## config.mk

```make
export PLATFORM = sky130hd
export DESIGN_NAME = mem_access
export DESIGN_NICKNAME = d
export VERILOG_FILES = /design/src/rtl/mem_pkg.sv /design/src/rtl/mem_align.sv /design/src/rtl/mem_access.sv
export SDC_FILE = /design/constraint.sdc
export NUM_CORES = 1
export LEC_CHECK = 0
export BUFFER_PORTS_ARGS = -buffer_cell sky130_fd_sc_hd__buf_2
export CELL_PAD_IN_SITES_DETAIL_PLACEMENT = 2
export CELL_PAD_IN_SITES_GLOBAL_PLACEMENT = 2
export CORE_MARGIN = 3
export CORE_UTILIZATION = 31
export CTS_CLUSTER_SIZE = 10
export DETAILED_ROUTE_END_ITERATION = 16
export PLACE_DENSITY = 0.87
export SYNTH_ARGS = -nofsm -noshare
export SYNTH_HDL_FRONTEND = slang
export SYNTH_SLANG_ARGS = --single-unit
```

## constraint.sdc

```tcl
create_clock -name clk -period 2.6 [get_ports clk]
set_input_delay 0.13 -clock clk [delete_from_list [all_inputs] [get_ports clk]]
set_output_delay 0.13 -clock clk [all_outputs]
set_load 0.01 [all_outputs]
```

## src/rtl/mem_pkg.sv

```systemverilog
// Shared types and decode helpers for the MEM stage.
// Build option: MEM_ALIGN_CHECK_EN (consumed by mem_align) enables address-alignment exceptions.
package mem_pkg;

  localparam int W_OPER = 6;
  localparam int W_REGF = 5;
  localparam int W_DATA = 32;
  localparam int W_ADDR = 32;
  localparam int W_TCNT = 16;

  // Operation codes; memory ops reuse the MIPS primary opcode values
  localparam logic [W_OPER-1:0] OP_NOP  = 6'h00;
  localparam logic [W_OPER-1:0] OP_ADDU = 6'h01;
  localparam logic [W_OPER-1:0] OP_SUBU = 6'h02;
  localparam logic [W_OPER-1:0] OP_AND  = 6'h03;
  localparam logic [W_OPER-1:0] OP_OR   = 6'h04;
  localparam logic [W_OPER-1:0] OP_LB   = 6'h20;
  localparam logic [W_OPER-1:0] OP_LH   = 6'h21;
  localparam logic [W_OPER-1:0] OP_LW   = 6'h23;
  localparam logic [W_OPER-1:0] OP_LBU  = 6'h24;
  localparam logic [W_OPER-1:0] OP_LHU  = 6'h25;
  localparam logic [W_OPER-1:0] OP_SB   = 6'h28;
  localparam logic [W_OPER-1:0] OP_SH   = 6'h29;
  localparam logic [W_OPER-1:0] OP_SW   = 6'h2B;

  // Byte-enable base patterns, shifted into place by the byte offset
  localparam logic [3:0] BE_BYTE = 4'b0001;
  localparam logic [3:0] BE_HALF = 4'b0011;
  localparam logic [3:0] BE_WORD = 4'b1111;

  typedef enum logic {IDLE, REQ} state_t;
  typedef enum logic [1:0] {SZ_B, SZ_H, SZ_W} size_t;

  // One MEM/WB boundary entry
  typedef struct packed {
    logic              valid;
    logic [W_OPER-1:0] oper;
    logic [W_REGF-1:0] rd;
    logic [W_DATA-1:0] data_a;
    logic [W_DATA-1:0] data_b;
    logic [W_ADDR-1:0] pc;
    logic              adel;
    logic              ades;
    logic              bus;
  } wb_t;

  function automatic logic is_load(input logic [W_OPER-1:0] op);
    return op inside {OP_LB, OP_LH, OP_LW, OP_LBU, OP_LHU};
  endfunction

  function automatic logic is_store(input logic [W_OPER-1:0] op);
    return op inside {OP_SB, OP_SH, OP_SW};
  endfunction

  function automatic size_t acc_size(input logic [W_OPER-1:0] op);
    case (op)
      OP_LB, OP_LBU, OP_SB: return SZ_B;
      OP_LH, OP_LHU, OP_SH: return SZ_H;
      default:              return SZ_W;
    endcase
  endfunction

  function automatic logic ld_signed(input logic [W_OPER-1:0] op);
    return op inside {OP_LB, OP_LH};
  endfunction

endpackage

```

## src/rtl/mem_align.sv

```systemverilog
// Combinational lane steering: store replication / byte enables, load
// extraction / extension, and misalignment detection.
// Build option: MEM_ALIGN_CHECK_EN enables misalignment detection; otherwise misalign = 0.
module mem_align
  import mem_pkg::*;
(
  input  logic [W_OPER-1:0] acc_oper,
  input  logic [1:0]        acc_off,
  input  logic [W_DATA-1:0] store_data,
  output logic [3:0]        be,
  output logic [W_DATA-1:0] wdata,
  output logic              misalign,
  input  logic [W_OPER-1:0] ld_oper,
  input  logic [1:0]        ld_off,
  input  logic [W_DATA-1:0] rdata,
  output logic [W_DATA-1:0] ld_data
);

  logic [7:0]  ld_byte;
  logic [15:0] ld_half;

  // Store side: replicate the datum across lanes, enable only the target lanes
  always_comb begin
    be    = BE_WORD;
    wdata = store_data;
    if (is_store(acc_oper)) begin
      case (acc_size(acc_oper))
        SZ_B: begin
          be    = BE_BYTE << acc_off;
          wdata = {4{store_data[7:0]}};
        end
        SZ_H: begin
          be    = BE_HALF << {acc_off[1], 1'b0};
          wdata = {2{store_data[15:0]}};
        end
        default: begin
          be    = BE_WORD;
          wdata = store_data;
        end
      endcase
    end
  end

`ifdef MEM_ALIGN_CHECK_EN
  // Halfwords need addr[0]=0, words need addr[1:0]=0
  always_comb begin
    misalign = 1'b0;
    if (is_load(acc_oper) || is_store(acc_oper)) begin
      case (acc_size(acc_oper))
        SZ_H:    misalign = acc_off[0];
        SZ_W:    misalign = (acc_off != 2'b00);
        default: misalign = 1'b0;
      endcase
    end
  end
`else
  assign misalign = 1'b0;
`endif

  // Load side: little-endian lane pick, then sign or zero extend
  always_comb begin
    ld_byte = rdata[8*ld_off +: 8];
    ld_half = ld_off[1] ? rdata[31:16] : rdata[15:0];
    case (acc_size(ld_oper))
      SZ_B:    ld_data = ld_signed(ld_oper) ? {{24{ld_byte[7]}}, ld_byte}
                                            : {24'b0, ld_byte};
      SZ_H:    ld_data = ld_signed(ld_oper) ? {{16{ld_half[15]}}, ld_half}
                                            : {16'b0, ld_half};
      default: ld_data = rdata;
    endcase
  end

endmodule

```

## src/rtl/mem_access.sv

```systemverilog
// MEM stage of the five-stage MIPS pipeline: data-bus handshake, stall
// generation, load extraction and the MEM/WB register.
// Build option: MEM_ALIGN_CHECK_EN turns misaligned accesses into exc_adel/exc_ades
// without a bus request.
module mem_access
  import mem_pkg::*;
#(
  parameter int unsigned BUS_TIMEOUT = 255
) (
  input  logic              clk,
  input  logic              rst,
  input  logic              in_valid,
  input  logic [W_OPER-1:0] oper_i,
  input  logic [W_REGF-1:0] rd_regf_i,
  input  logic [W_DATA-1:0] rd_data_a_i,
  input  logic [W_DATA-1:0] store_data_i,
  input  logic [W_ADDR-1:0] pc_i,
  output logic              stall,
  output logic              dbus_req,
  output logic              dbus_we,
  output logic [3:0]        dbus_be,
  output logic [W_ADDR-1:0] dbus_addr,
  output logic [W_DATA-1:0] dbus_wdata,
  input  logic              dbus_ack,
  input  logic [W_DATA-1:0] dbus_rdata,
  output logic              wb_valid,
  output logic [W_OPER-1:0] oper_o,
  output logic [W_REGF-1:0] rd_regf_o,
  output logic [W_DATA-1:0] rd_data_a_o,
  output logic [W_DATA-1:0] rd_data_b_o,
  output logic [W_ADDR-1:0] pc_o,
  output logic              exc_adel,
  output logic              exc_ades,
  output logic              exc_bus
);

  localparam logic [W_TCNT-1:0] TMO_LAST =
    W_TCNT'((BUS_TIMEOUT == 0) ? 0 : BUS_TIMEOUT - 1);
  localparam logic TMO_EN = (BUS_TIMEOUT != 0);

  state_t            state;
  logic [W_TCNT-1:0] tcnt;

  // Transaction context held for the whole REQ phase
  logic [W_OPER-1:0] h_oper;
  logic [W_REGF-1:0] h_rd;
  logic [W_DATA-1:0] h_addr;
  logic [W_ADDR-1:0] h_pc;

  // wb is the MEM/WB register; pend holds a one-cycle result that collided
  // with a bus completion on the ack cycle, so program order is kept
  wb_t wb, pend, imm_res, cmp_res;

  logic              accept, in_mem, mis, go_bus, imm;
  logic              ack_done, tmo, cmp;
  logic [3:0]        be_n;
  logic [W_DATA-1:0] wdata_n, ld_data;

  mem_align u_align (
    .acc_oper   (oper_i),
    .acc_off    (rd_data_a_i[1:0]),
    .store_data (store_data_i),
    .be         (be_n),
    .wdata      (wdata_n),
    .misalign   (mis),
    .ld_oper    (h_oper),
    .ld_off     (h_addr[1:0]),
    .rdata      (dbus_rdata),
    .ld_data    (ld_data)
  );

  assign stall    = (state == REQ) && !dbus_ack;
  assign accept   = in_valid && !stall;
  assign in_mem   = is_load(oper_i) || is_store(oper_i);
  assign go_bus   = accept && in_mem && !mis;
  assign imm      = accept && (!in_mem || mis);
  assign ack_done = (state == REQ) && dbus_ack;
  assign tmo      = TMO_EN && (state == REQ) && !dbus_ack && (tcnt == TMO_LAST);
  assign cmp      = ack_done || tmo;

  // Result of an instruction that finishes without the bus
  always_comb begin
    imm_res        = '0;
    imm_res.valid  = 1'b1;
    imm_res.oper   = oper_i;
    imm_res.rd     = in_mem ? '0 : rd_regf_i;
    imm_res.data_a = rd_data_a_i;
    imm_res.pc     = pc_i;
    imm_res.adel   = mis && is_load(oper_i);
    imm_res.ades   = mis && is_store(oper_i);
  end

  // Result of a bus transaction that completes (ack) or aborts (timeout)
  always_comb begin
    cmp_res        = '0;
    cmp_res.valid  = 1'b1;
    cmp_res.oper   = h_oper;
    cmp_res.rd     = (ack_done && is_load(h_oper)) ? h_rd : '0;
    cmp_res.data_a = h_addr;
    cmp_res.data_b = (ack_done && is_load(h_oper)) ? ld_data : '0;
    cmp_res.pc     = h_pc;
    cmp_res.bus    = tmo;
  end

  // Bus FSM with registered request outputs and held transaction context
  always_ff @(posedge clk) begin
    if (rst) begin
      state      <= IDLE;
      tcnt       <= '0;
      dbus_req   <= 1'b0;
      dbus_we    <= 1'b0;
      dbus_be    <= '0;
      dbus_addr  <= '0;
      dbus_wdata <= '0;
      h_oper     <= '0;
      h_rd       <= '0;
      h_addr     <= '0;
      h_pc       <= '0;
    end else begin
      case (state)
        IDLE: begin
          if (go_bus) state <= REQ;
        end
        REQ: begin
          if (cmp && !go_bus) state <= IDLE;
        end
        default: state <= IDLE;
      endcase

      if (go_bus) begin
        tcnt       <= '0;
        dbus_req   <= 1'b1;
        dbus_we    <= is_store(oper_i);
        dbus_be    <= be_n;
        dbus_addr  <= {rd_data_a_i[W_DATA-1:2], 2'b00};
        dbus_wdata <= is_store(oper_i) ? wdata_n : '0;
        h_oper     <= oper_i;
        h_rd       <= rd_regf_i;
        h_addr     <= rd_data_a_i;
        h_pc       <= pc_i;
      end else if (cmp) begin
        tcnt       <= '0;
        dbus_req   <= 1'b0;
        dbus_we    <= 1'b0;
        dbus_be    <= '0;
        dbus_addr  <= '0;
        dbus_wdata <= '0;
      end else if (state == REQ) begin
        tcnt <= tcnt + 1'b1;
      end
    end
  end

  // MEM/WB register: completion first, then any parked result, then new work
  always_ff @(posedge clk) begin
    if (rst) begin
      wb   <= '0;
      pend <= '0;
    end else if (cmp) begin
      wb   <= cmp_res;
      pend <= imm ? imm_res : '0;
    end else if (pend.valid) begin
      wb   <= pend;
      pend <= imm ? imm_res : '0;
    end else begin
      wb   <= imm ? imm_res : '0;
      pend <= '0;
    end
  end

  assign wb_valid    = wb.valid;
  assign oper_o      = wb.oper;
  assign rd_regf_o   = wb.rd;
  assign rd_data_a_o = wb.data_a;
  assign rd_data_b_o = wb.data_b;
  assign pc_o        = wb.pc;
  assign exc_adel    = wb.adel;
  assign exc_ades    = wb.ades;
  assign exc_bus     = wb.bus;

endmodule

```

Yosys cells after proc, flatten, opt, wreduce, memory -nomap -nowiden
Cells that the tools add are included.
- shift-type cells: 3
- muxes and demuxes: 31
- reductions and logical operators: 27
- equality and inequality tests: 18
- bitwise logic cells: 1
- add/subtract/negate cells: 1
- operators with widths (kind ; count):
    $mux W111 ; 5
    $mux W32 ; 8
    $pmux W32 S2 ; 2
    $eq A6 B6 Y1 const B ; 15
    $shiftx A32 B6 Y8 ; 1
    $add A16 B1 Y16 const B ; 1
    $eq A16 B8 Y1 const B ; 1
    $mux W16 ; 1
    $reduce_or A3 Y1 ; 5
    $mux W4 ; 3
    $mux W5 ; 2
    $reduce_bool A5 Y1 ; 2
    $logic_and A1 B1 Y1 ; 8
    $pmux W2 S2 ; 2
    $pmux W4 S2 ; 1
    $mux W1 ; 5
    $eq A2 B1 Y1 const B ; 2
    $logic_not A1 Y1 ; 4
    $logic_not A2 Y1 ; 2
    $reduce_bool A2 Y1 ; 2
    $shl A1 B2 Y4 const A ; 1
    $shl A2 B2 Y4 const A ; 1
    $reduce_bool A3 Y1 ; 1
    $logic_or A1 B1 Y1 ; 2
    other kinds (4) ; 4
- word-level logic and storage cells: 110
- register bits after elaboration: 382

Longest topological paths before layout
- word-level depth: 9
- depth in mapped cells: 9
- mapped depth without buffers: 7

Cells and area by module
Synthesis repeated with hierarchy kept, for this count alone.
- cells, all modules: 1609
- area, all modules: 14813.0 sq um
- by module, submodules not included (module ; sequential area each (sq um) ; area each (sq um) ; cells each ; times used):
    mem_access ; 6986.7 ; 13525.5 ; 1433 ; 1
    mem_align ; 0.0 ; 1287.5 ; 176 ; 1

Least setup slack after synthesis
Ideal clock, no wire load.
- path kind: register to register
- start: register tcnt[0]
- end: register dbus_addr[18]
- stages on the path, launching flop included: 10
- clock period less this slack: 2.033 ns
- slack: 0.567 ns
- arrival time: 1.916 ns
- data required time: 2.483 ns
- path through: dfxtp_1 -> inv_1 -> ha_1 -> or4b_4 -> nor3_4 -> a31o_2 -> nor2_1 -> buf_6 -> buf_6 -> a22o_1
- cells in the longest elaborated chain, start to end: 4
- RTL lines (what ; line ; text):
    start: declaration ; mem_access.sv:42 ; logic [W_TCNT-1:0] tcnt;
    start signal: assignment ; mem_access.sv:149 ; tcnt <= tcnt + 1'b1;
    $eq A16 B8 Y1 ; mem_access.sv:78 ; assign tmo = TMO_EN && (state == REQ) && !dbus_ack && (tcnt == TMO_LAST);
    $logic_and A1 B1 Y1 ; mem_access.sv:78 ;
    $logic_or A1 B1 Y1 ; mem_access.sv:79 ; assign cmp = ack_done || tmo;
    $reduce_bool A2 Y1 (no line) ; - ;
    end signal: assignment ; mem_access.sv:135 ; dbus_addr <= {rd_data_a_i[W_DATA-1:2], 2'b00};
    end: declaration ; mem_access.sv:22 ; output logic [W_ADDR-1:0] dbus_addr,
Every way passes these cells.
A chain may end at the register's enable or synchronous reset.

Worst setup path after layout
- start: register tcnt[1]
- end: register wb, in the netlist rd_data_a_o[28]
- cells in the longest elaborated chain, start to end: 4
- RTL lines (what ; line ; text):
    $eq A16 B8 Y1 ; mem_access.sv:78 ;
    $logic_and A1 B1 Y1 ; mem_access.sv:78 ;
    $logic_or A1 B1 Y1 ; mem_access.sv:79 ;
    $mux W111 ; mem_access.sv:159 ; end else if (cmp) begin
    end signal: assignment ; mem_access.sv:160 ; wb <= cmp_res;
    end signal: assignment ; mem_access.sv:163 ; wb <= pend;
    end signal: assignment ; mem_access.sv:166 ; wb <= imm ? imm_res : '0;
    end: declaration ; mem_access.sv:52 ; wb_t wb, pend, imm_res, cmp_res;
Every way passes these cells.

==> run_results.csv <==
group,metric,value,unit
timing,achievable-frequency,0.398,GHz
timing,sum_of_negative_setup_slack,0,ns
logic_synthesis,synthSimpleGateAreaFrac,19.7,%
power_and_ir_drop,power.switching,2.92,mW
power_and_ir_drop,power.leakage,7.31,nW
timing,final_hold_viol_count,0,
die,initial_utilization,31.7,%
power_and_ir_drop,share_seq_of_total_power,46.3,%
logic_synthesis,yosys_most_used_dff,"dfxtp_1",
power_and_ir_drop,switching_share,24.8,%
timing,setup-violations-final,0,
logic_synthesis,synth.most_common_cell,"dfxtp_1",
route,viasPerCell,5.39,
die,fp.coreArea,39100,µm²
logic_synthesis,adder_cell_share_of_the_synthesized_area,0.202,%
die,die_height,206,µm
global_route,first_global_vias,14000,
cells_and_area,postLayoutCellArea,17200,µm²
route,ant_nets,0,
clocking,number_of_levels_in_the_clock_h_tree,2,
global_route,antenna_found_initial,11,
logic_synthesis,synth_seq_area_share,55.7,%
worst_setup_path,timing.critical_path.buf_inv,1,
power_and_ir_drop,p_int,8.87,mW
global_route,grt_pass1_wl,87000,µm
worst_setup_path,crit_fanout,22,
route,detail_route.iter0.violations,683,
logic_synthesis,synth-compound-area-share,17.3,%
cells_and_area,flow.area_growth_from_synthesis,38.6,%
power_and_ir_drop,power_density,687,nW/µm²
global_route,grt_max_degree,78,
power_and_ir_drop,vdd.ir_drop.worst,0.000383,V
route,postRouteWirelength,58500,µm
logic_synthesis,synth_edf_count,0,
outcome,status,"complete, no violations",
route,drt-wirelength-per-cell,25.3,µm
cells_and_area,finish.net_count,1916,
cells_and_area,fillCellCount,4115,
clocking,clock_latency,0.56,ns
timing,hold_slack_final,0.113,ns
placed_design,dp_hpwl,31700,µm
worst_setup_path,worst_path_max_delay_cell,"or4b_4",
logic_synthesis,postSynth.asyncResetShare,0,%
timing,fin_worst_skew,0.0228,ns
die,num_io_pins,325,
clocking,numClockSinks,345,
job,max_cap_viol_count,0,
logic_synthesis,ys_types,51,
timing,layout_min_cycle_time,2.51,ns
cells_and_area,finalCoreUtilization,43.9,%
worst_setup_path,cp_cell_sequence,"ha_1 > or4b_4 > nor3_4 > a31o_4 > buf_4 > a221oi_1 > nor3_1",
power_and_ir_drop,p_clk_share,44.9,%
logic_synthesis,post_synth_most_frequent_cells,"345 x dfxtp_1, 194 x nand2_1, 133 x nor2_1",
power_and_ir_drop,comb_power_share,8.9,%
cells_and_area,multi_input_area,5070,µm²
worst_setup_path,ff2ff_setup_slack,0.09,ns
route,dr_total_vias,12500,
logic_synthesis,synthesized_instance_count,1342,
worst_setup_path,crit_path_end_kind,"flip-flop",
logic_synthesis,synth.area.top_cells,"dfxtp_1 56%, nand2_1 5.9%, a221oi_1 4.9%, a21oi_1 4.6%, nor2_1 4.0%",
worst_setup_path,critical-path-max-stage-delay,0.46,ns
logic_synthesis,synth_top_area_cell,"dfxtp_1",
hold_path,timing.hold.worst.class,"in -> reg",
placed_design,total_instance_count_after_detailed_placement,2105,
timing,tightestPinTransition,0.813,ns
cells_and_area,layout.area.seq,6910,µm²
logic_synthesis,synth-warning-count,0,
timing,post-route-period-util,96.7,%
logic_synthesis,avgSynthCellArea,9.23,µm²
timing,rsz0062_at_grt,"no",
logic_synthesis,mappedNetlistArea,12400,µm²
logic_synthesis,synthXorXnorAreaFrac,0.919,%
logic_synthesis,yosys-mux-area-fraction,2.10,%
route,drt-pass1-iter-count,5,
clocking,cts_made_buffers,41,
clocking,clock_tree_from_tritoncts,"yes",
worst_setup_path,critical_path_class,"reg -> reg",
placed_design,placedInstanceArea,14600,µm²
worst_setup_path,startpoint_type,"flip-flop",
die,die_w,206,µm
clocking,clk_transition_reported_paths,0.06,ns
die,num_rows,72,
placed_design,place.gp.congestion,0.821,
placed_design,buffer_ports.inserted,320,
worst_setup_path,cp.required,3.02,ns
worst_setup_path,path_delay_family,"simple AND/OR/NAND/NOR gates",
logic_synthesis,number_of_synthesized_register_bits,345,
cells_and_area,fin_cells,2311,
timing,final-max-slew-violation-count,0,
die,die_area,42400,µm²
clocking,clockBufferDepth,3,
logic_synthesis,synth_top_area_share,55.7,%
worst_setup_path,worst_ep_arrival_time,2.93,ns
timing,slew_headroom,44.4,%
route,route.detailed.drc,0,
global_route,track_usage,26.8,%
global_route,grt_overflow_total,0,
clocking,cts_root_buffer,"clkbuf_16",
logic_synthesis,synth_top_family_by_area,"simple AND/OR/NAND/NOR gates",
cells_and_area,drive_above_1_share,24.4,%
path summary, 6_finish.rpt:
check                                        startpoint                         end  cells past startpoint
worst max register to register     tcnt[1]$_SDFFE_PP0P_  rd_data_a_o[28]$_SDFF_PP0_                      7
worst min register to register  h_addr[20]$_SDFFE_PP0P_     h_addr[20]$_SDFFE_PP0P_                      2
worst max-delay path               tcnt[1]$_SDFFE_PP0P_  rd_data_a_o[28]$_SDFF_PP0_                      7
worst min-delay path                          oper_i[0]      h_oper[0]$_SDFFE_PP0P_                      4
cell families (layout without fill, tap and decap cells):
group | Yosys count | in the layout
compound gates | 309 | 309
mux | 24 | 24
fa+ha+maj | 2 | 2
simple gates | 531 | 531
xor+xnor | 13 | 13
buf+inv | 117 | 554
flops | 345 | 345
other cells | 1 | 15
metrics by stage:
step	setup WS, ns	power, mW
after floorplan	0.567	5.95
after global placement	0.263	6.34
after detailed placement	0.176	6.38
after CTS	0.0600	11.8
after global routing	0.0105	12.2
final	0.0867	11.8
placed cells by master, fill, tap and decap left out, types with 6 or more instances in the layout:
master / n
dfxtp_1: 344
buf_12: 6
xor2_1: 9
a21oi_1: 113
nand3_1: 10
o21ai_0: 28
dlygate4sd3_1: 141
diode_2: 11
a211oi_1: 10
nor2_1: 131
mux2_2: 16
clkbuf_16: 43
buf_2: 319
nand2_1: 194
nor3_1: 80
a221oi_1: 69
o2bb2ai_1: 24
clkbuf_1: 6
inv_1: 7
buf_4: 25
and2_1: 77
a22o_1: 42
mux2i_1: 8
layer usage:
layer | GRT usage [%] | wire, µm | vias to the layer above | part of all wire, %
met3 | 5.94 | 3520 | 194 | 6.0
met1 | 28.9 | 21900 | 6254 | 37
met2 | 48.8 | 29900 | 489 | 51
li1 | - | - | 5523 | -
met5 | 0 | 13 | - | 0.022
met4 | 13.8 | 3210 | 2 | 5.5
worst reg2reg max path: stages, from the launching register on:
cell and delay [ns]:
dfxtp_1 0.42, ha_1 0.17, or4b_4 0.46, nor3_4 0.30, a31o_4 0.24, buf_4 0.29
a221oi_1 0.13, nor3_1 0.36
power by group through the flow:
stage          Combinational [mW]  Clock, mW  Sequential, mW
2_1_floorplan               0.358          0            5.59
3_3_place_gp                0.778          0            5.56
3_5_place_dp                0.812          0            5.56
4_1_cts                     0.996       5.35            5.45
5_1_grt                      1.12       5.65            5.47
6_report                     1.04       5.29            5.46
state kept, by name, indices dropped and copies added (netlist names):
register	flops
h_oper	6
oper_o	6
wb_valid	1
dbus_addr	30
dbus_we	1
rd_data_a_o	32
state	1
exc_bus	1
h_rd	5
dbus_wdata	32
h_pc	32
rd_regf_o	5
dbus_be	4
h_addr	32
rd_data_b_o	32
pc_o	32
tcnt	16
dbus_req	1
pend	76
area by class of cell:
cell class / instances / area share [%]
Clock inverter: 2 / 0.0801
Tap cell: 518 / 3.77
Timing Repair Buffer: 493 / 19.4
Clock buffer: 52 / 6.64
Multi-Input combinational cell: 883 / 29.5
Antenna cell: 11 / 0.160
Sequential cell: 345 / 40.2
Inverter: 7 / 0.153
what timing repair did:
item                                   CTS  global route
hold buffers                           141             0
endpoints found under the hold margin  292             0
setup endpoints to repair                0             7
setup buffers                            0             0
gates resized for setup                  0             4
Note: power is estimated with default switching activity, not from simulation.
